File: src/rtl/uart_pkg.sv
// Shared UART definitions: default bit-period counter limit and
// the 2-bit state encoding common to the transmitter and receiver.
package uart_pkg;

  // 9600 baud from a 100 MHz clock: 10417 clk cycles per bit
  localparam int BAUD_CNT_MAX_DEFAULT = 10416;

  typedef enum logic [1:0] {
    IDLE  = 2'b00,
    START = 2'b01,
    DATA  = 2'b10,
    STOP  = 2'b11
  } state_t;

endpackage

File: src/rtl/uart_rx_sync.sv
// Two-flop synchroniser for the RX pin plus falling-edge detect.
// All flops reset high so a reset never looks like a start edge.
module uart_rx_sync (
  input  logic clk,
  input  logic rst,
  input  logic din,
  output logic din_s,
  output logic fall
);

  logic meta;
  logic din_d;

  always_ff @(posedge clk or posedge rst) begin
    if (rst) begin
      meta  <= 1'b1;
      din_s <= 1'b1;
      din_d <= 1'b1;
    end else begin
      meta  <= din;
      din_s <= meta;
      din_d <= din_s;
    end
  end

  assign fall = din_d & ~din_s;

endmodule

File: src/rtl/uart_recv.sv
// 8N1 UART receiver: start detect, mid-bit sampling, LSB first,
// one-cycle valid per good byte and frame_err on a low stop bit.
module uart_recv
  import uart_pkg::*;
#(
  parameter int BAUD_CNT_MAX = BAUD_CNT_MAX_DEFAULT
) (
  input  logic       clk,
  input  logic       rst,
  input  logic       din,
  output logic       valid,
  output logic [7:0] data,
  output logic       frame_err,
  output logic       busy
);

  localparam int HALF_CNT = BAUD_CNT_MAX / 2;
  localparam int CW = $clog2(BAUD_CNT_MAX + 1);
  localparam logic [CW-1:0] CNT_MAX = CW'(BAUD_CNT_MAX);
  localparam logic [CW-1:0] CNT_HALF = CW'(HALF_CNT);

  state_t        state;
  logic [CW-1:0] baud_cnt;
  logic [2:0]    bit_cnt;
  logic [7:0]    shift_reg;
  logic          din_s;
  logic          fall;

  uart_rx_sync u_sync (
    .clk   (clk),
    .rst   (rst),
    .din   (din),
    .din_s (din_s),
    .fall  (fall)
  );

  always_ff @(posedge clk or posedge rst) begin
    if (rst) begin
      state     <= IDLE;
      baud_cnt  <= '0;
      bit_cnt   <= '0;
      shift_reg <= '0;
      data      <= '0;
      valid     <= 1'b0;
      frame_err <= 1'b0;
    end else begin
      valid     <= 1'b0;
      frame_err <= 1'b0;
      case (state)
        IDLE: begin
          baud_cnt <= '0;
          bit_cnt  <= '0;
          if (fall) state <= START;
        end
        START: begin
          if (baud_cnt == CNT_HALF) begin
            baud_cnt <= '0;
            // a high line at mid-start was only a glitch
            state    <= din_s ? IDLE : DATA;
          end else begin
            baud_cnt <= baud_cnt + 1'b1;
          end
        end
        DATA: begin
          if (baud_cnt == CNT_MAX) begin
            baud_cnt  <= '0;
            shift_reg <= {din_s, shift_reg[7:1]};
            bit_cnt   <= bit_cnt + 3'd1;
            if (bit_cnt == 3'd7) state <= STOP;
          end else begin
            baud_cnt <= baud_cnt + 1'b1;
          end
        end
        STOP: begin
          if (baud_cnt == CNT_MAX) begin
            // leave at mid-stop so the next start edge is never missed
            baud_cnt <= '0;
            state    <= IDLE;
            if (din_s) begin
              data  <= shift_reg;
              valid <= 1'b1;
            end else begin
              frame_err <= 1'b1;
            end
          end else begin
            baud_cnt <= baud_cnt + 1'b1;
          end
        end
        default: state <= IDLE;
      endcase
    end
  end

  assign busy = (state != IDLE);

endmodule

File: config.mk
export PLATFORM = sky130hd
export DESIGN_NAME = uart_recv
export DESIGN_NICKNAME = d
export VERILOG_FILES = /design/src/rtl/uart_pkg.sv /design/src/rtl/uart_rx_sync.sv /design/src/rtl/uart_recv.sv
export SDC_FILE = /design/constraint.sdc
export NUM_CORES = 1
export LEC_CHECK = 0
export BUFFER_PORTS_ARGS = -buffer_cell sky130_fd_sc_hd__buf_2
export CORE_ASPECT_RATIO = 0.8
export CORE_MARGIN = 4
export CORE_UTILIZATION = 52
export DETAILED_ROUTE_END_ITERATION = 8
export PLACE_DENSITY = 0.73
export SYNTH_ARGS = -nofsm -noshare
export SYNTH_HDL_FRONTEND = slang
export SYNTH_SLANG_ARGS = --single-unit
File: constraint.sdc
create_clock -name clk -period 2.25 [get_ports clk]
set_input_delay 0.45 -clock clk [delete_from_list [all_inputs] [get_ports clk]]
set_output_delay 0.45 -clock clk [all_outputs]
set_load 0.05 [all_outputs]
# Word level (Yosys, flattened, before mapping)
# Index checks and enable logic that the tools add are counted.
# totals
reg_bits	40
in_bits	3
# classes
addsub	2
n_eq_ne	11
n_mux	18
bitwise	2
reduce_logical	8
# ops
operator	n
case mux 14 bit (3 select lines)	1
two-way mux 14 bit	2
adder 14 x 1 -> 14 bit (second input constant)	1
== test 14 x 13 -> 1 bit (second input constant)	1
== test 14 bit (second input constant)	1
two-way mux 2 bit	6
!= test 2 bit (second input constant)	5
case mux 2 bit (4 select lines)	1
two-way mux 1 bit	6
case mux 3 bit (2 select lines)	1
AND reduction 5 bit	1
== test 2 bit (second input constant)	2
AND reduction 2 bit	2
nonzero test 2 bit	2
adder 3 x 1 -> 3 bit (second input constant)	1
== test 3 bit (second input constant)	1
two-way mux 3 bit	1
AND reduction 3 bit	1
== test 2 x 1 -> 1 bit (second input constant)	1
logical NOT 2 bit	1
OR reduction 2 bit	1
AND 1 bit	1
NOT 1 bit	1

# Longest topological paths before layout
# depth
word_depth	4
depth_mapped	8

# Cells and area by module
# From an unflattened synthesis, not the netlist that was laid out.
# hier_totals
hier_cells	144
area_unflattened_um2	1790.5
# modules_own_cells
mod	n_inst	cells_each	area_each_um2
uart_recv	1	139	1694.1
uart_rx_sync	1	5	96.3

# Worst setup path before layout
# No wires, ideal clock.
# synth_path
kind	reg-to-reg
start	register baud_cnt[0]
end	register shift_reg[0]
arrival_time_ns	2.289
required_ns	2.125
setup_slack_ns	-0.164
path_stages_with_launch	7
path_cell_list	dfrtp_1 -> inv_1 -> ha_1 -> or4b_1 -> or4_4 -> nor3b_4 -> mux2_2
# synth_via
elab_chain_len	2
# synth_lines
item	line	text
start, declared	uart_recv.sv:23	logic [CW-1:0] baud_cnt;
start signal, assigned	uart_recv.sv:61	baud_cnt <= baud_cnt + 1'b1;
start signal, assigned	uart_recv.sv:71	baud_cnt <= baud_cnt + 1'b1;
start signal, assigned	uart_recv.sv:86	baud_cnt <= baud_cnt + 1'b1;
== test 14 bit	uart_recv.sv:65	if (baud_cnt == CNT_MAX) begin
AND reduction 2 bit (no line)	-	
end signal, assigned	uart_recv.sv:67	shift_reg <= {din_s, shift_reg[7:1]};
end, declared	uart_recv.sv:25	logic [7:0] shift_reg;
# Every way passes these cells.
# A chain may end at the register's enable or synchronous reset.

# Worst setup path in the final report
# layout_path
start	register baud_cnt[0]
end	register shift_reg[6]
# The elaborated chain is that of the path after synthesis.

==> flow_metrics.tcl <==
set metrics [dict create \
    synth-seq-area-share_pct 56.0 \
    grt_pass1_wl_mm 6.04 \
    ys_types 37 \
    drc 0 \
    pwr_density_cell_nw_per_um2 783 \
    required_ns 2.44 \
    fin_crit_sh_pct 103 \
    start_kind "flip-flop" \
    drv_cap 0 \
    viasPerCell 5.46 \
    switching_power_mw 0.455 \
    fin_ws_ns -0.0770 \
    syn_area_sq_um 1800 \
    gp_congestion 0.815 \
    diodes 0 \
    dr.pass1.iters 4 \
    end_kind "flip-flop" \
    synth_top_cell_by_area "dfrtp_1" \
    fin_skew_ns 0.00724 \
    grt_pass1_vias 1283 \
    seqPwrFrac_pct 47.7 \
    die_h_um 60.6 \
    synth_edf_count 0 \
    ctsHoldBuffers 0 \
    synth_nets 152 \
    drive_gt1_share_pct 38.7 \
    slew_violations 0 \
    synth_area_leaders "dfrtp_1 (52%), mux2_2 (10%), dfstp_2 (4.4%), xor2_1 (4.4%), nor2_1 (2.9%)" \
    worst_ep_arrival_time_ns 2.51 \
    area_delta_synth_final_pct 20.9 \
    cp_max_fo 8 \
    slew_headroom_pct 61.7 \
    worstMarginPinSlew_ns 0.574 \
    clk_latency_ns 0.30 \
    post_cts_buffers 0 \
    grt_max_degree 15 \
    postSynthCellCount 145 \
    hp-class "input port to async pin" \
    ys_ff_latch 40 \
    synth_top_area_share_pct 51.6 \
    cts.path.max_buffers 2 \
    fin_crit_ns 2.33 \
    syn_area_per_cell_sq_um 12.4 \
    chipWidth_um 73.7 \
    drt-initial-drc-count 81 \
    rsz0062_at_grt "true" \
    final_util_pct 67.9 \
    yosysMostFrequentCell "dfrtp_1" \
    drt-total-wl_mm 3.44 \
    ys_warn_count 0 \
    dp.final_hpwl_mm 2.45 \
    ant_nets 0 \
    fmax_mhz 430 \
    vdd.ir_drop.worst_uv 553 \
    final-hold-violation-count 0 \
    nets 187 \
    grt_util_all_layers_pct 18.5 \
    switching_share_pct 26.8 \
    root_buffer "clkbuf_8" \
    outcome "finished with violations" \
    violations "negative setup slack" \
    synthFlopType "dfrtp_1" \
    cts_buffers 5 \
    io_buffers 13 \
    p_int_mw 1.25 \
    io_pins 14 \
    antenna_found_initial 0 \
    fillerInstances 236 \
    setup_viol 17 \
    die_area_sq_um 4460 \
    htreeDepth 2 \
    critPathKind "flip-flop to flip-flop" \
    start_util_pct 56.1 \
    cts_sinks 40 \
    p_comb_share_pct 17.4 \
    synth.top_cells.by_count "dfrtp_1 (37), mux2_2 (16), nor2_1 (14)" \
    multi_input_area_sq_um 753 \
    placementRows 18 \
    fin_tns_setup_ns -0.813 \
    fp.coreArea_sq_um 3200 \
    async_reset_ff_share_pct 100 \
    reg2reg_slack_ns -0.08 \
    pwr-share-clk_pct 34.9 \
    largest_reg_flops 14 \
    via_count 1206 \
    overflow 0 \
    path_clk_slew_ns 0.08 \
    seqCellArea_sq_um 1000 \
    cts_tree "built" \
    ctsResizeCount 2 \
    wl_per_cell_um 15.6 \
    p_total_mw 1.70 \
    power.leakage_nw 1.08 \
]
[through the flow]
stage,std cells,hold slack [ns],area [sq um],worst slack (ns)
floorplan,145,0.345,1800,-0.0714
global placement,213,0.348,2050,-0.0478
detailed placement,213,0.354,2050,-0.0949
CTS,221,0.196,2170,-0.0895
global route,221,0.219,2170,-0.138
finish,221,0.192,2170,-0.0770
[cell type report]
class	count	area share, %
clock buffers	5	3.17
clock inverters	3	2.19
flip-flops and latches	40	46.3
multi-input cells	96	34.7
inverters	4	0.692
well taps	40	2.31
repair buffers	33	10.7
[kinds of logic after synthesis]
family | count (synthesis) | share of synthesized area, %
AOI/OAI and AO/OA | 7 | 3.48
xor gates and xnor gates | 12 | 5.85
adders and majority gates | 4 | 2.79
buffers and inverters | 9 | 2.30
DFF | 40 | 56.0
muxes | 17 | 10.6
and+or+nand+nor | 56 | 19.0
[path summary, 6_finish.rpt]
check                       startpoint      endpoint  cells past startpoint
min in group clk                   din   u_sync.meta                      1
max in group asynchronous          rst  u_sync.din_d                      3
setup / recovery           baud_cnt[0]  shift_reg[6]                      7
setup reg to reg           baud_cnt[0]  shift_reg[6]                      7
hold reg to reg            u_sync.meta  u_sync.din_s                      0
hold / removal                     rst       data[6]                      2
[cell usage in the layout, fill, tap and decap left out, drive strengths merged]
cell type / n
a21oi: 1
a22oi: 1
a31oi: 1
and2: 2
and3: 2
and4: 3
buf: 33
bufinv: 1
clkbuf: 5
clkinv: 2
dfrtp: 37
dfstp: 3
ha: 4
inv: 4
mux2: 16
mux2i: 1
nand2: 6
nand3: 7
nand3b: 4
nand4: 3
nor2: 15
nor2b: 2
nor3: 1
nor3b: 3
o211ai: 2
o22a: 1
o22ai: 1
or2: 1
or3b: 2
or4: 2
or4b: 2
or4bb: 1
xnor2: 3
xor2: 9
[power by group through the flow]
stage / Sequential [mW] / Combinational [mW] / Clock, mW
2_1_floorplan: 0.825 / 0.162 / 0
3_3_place_gp: 0.820 / 0.274 / 0
3_5_place_dp: 0.821 / 0.281 / 0
4_1_cts: 0.808 / 0.299 / 0.601
5_1_grt: 0.819 / 0.331 / 0.633
6_report: 0.812 / 0.295 / 0.593
[worst max-delay path, cell delays in order (launching register included)]
cell and delay, ns:
dfrtp_1 0.39, inv_2 0.06, ha_1 0.14, or4b_4 0.46, or4_4 0.47, nor3b_4 0.21
buf_6 0.16, mux2_2 0.34
[layer usage]
layer	routed length [um]	track usage [%]	part of all wire, %	up-vias
met5	0	0	0	-
met4	49	8.53	1.4	0
met3	134	4.47	3.9	5
met2	1780	31.9	52	22
met1	1480	22.1	43	603
li1	-	-	-	576
Power figures use the tool's default switching activity.
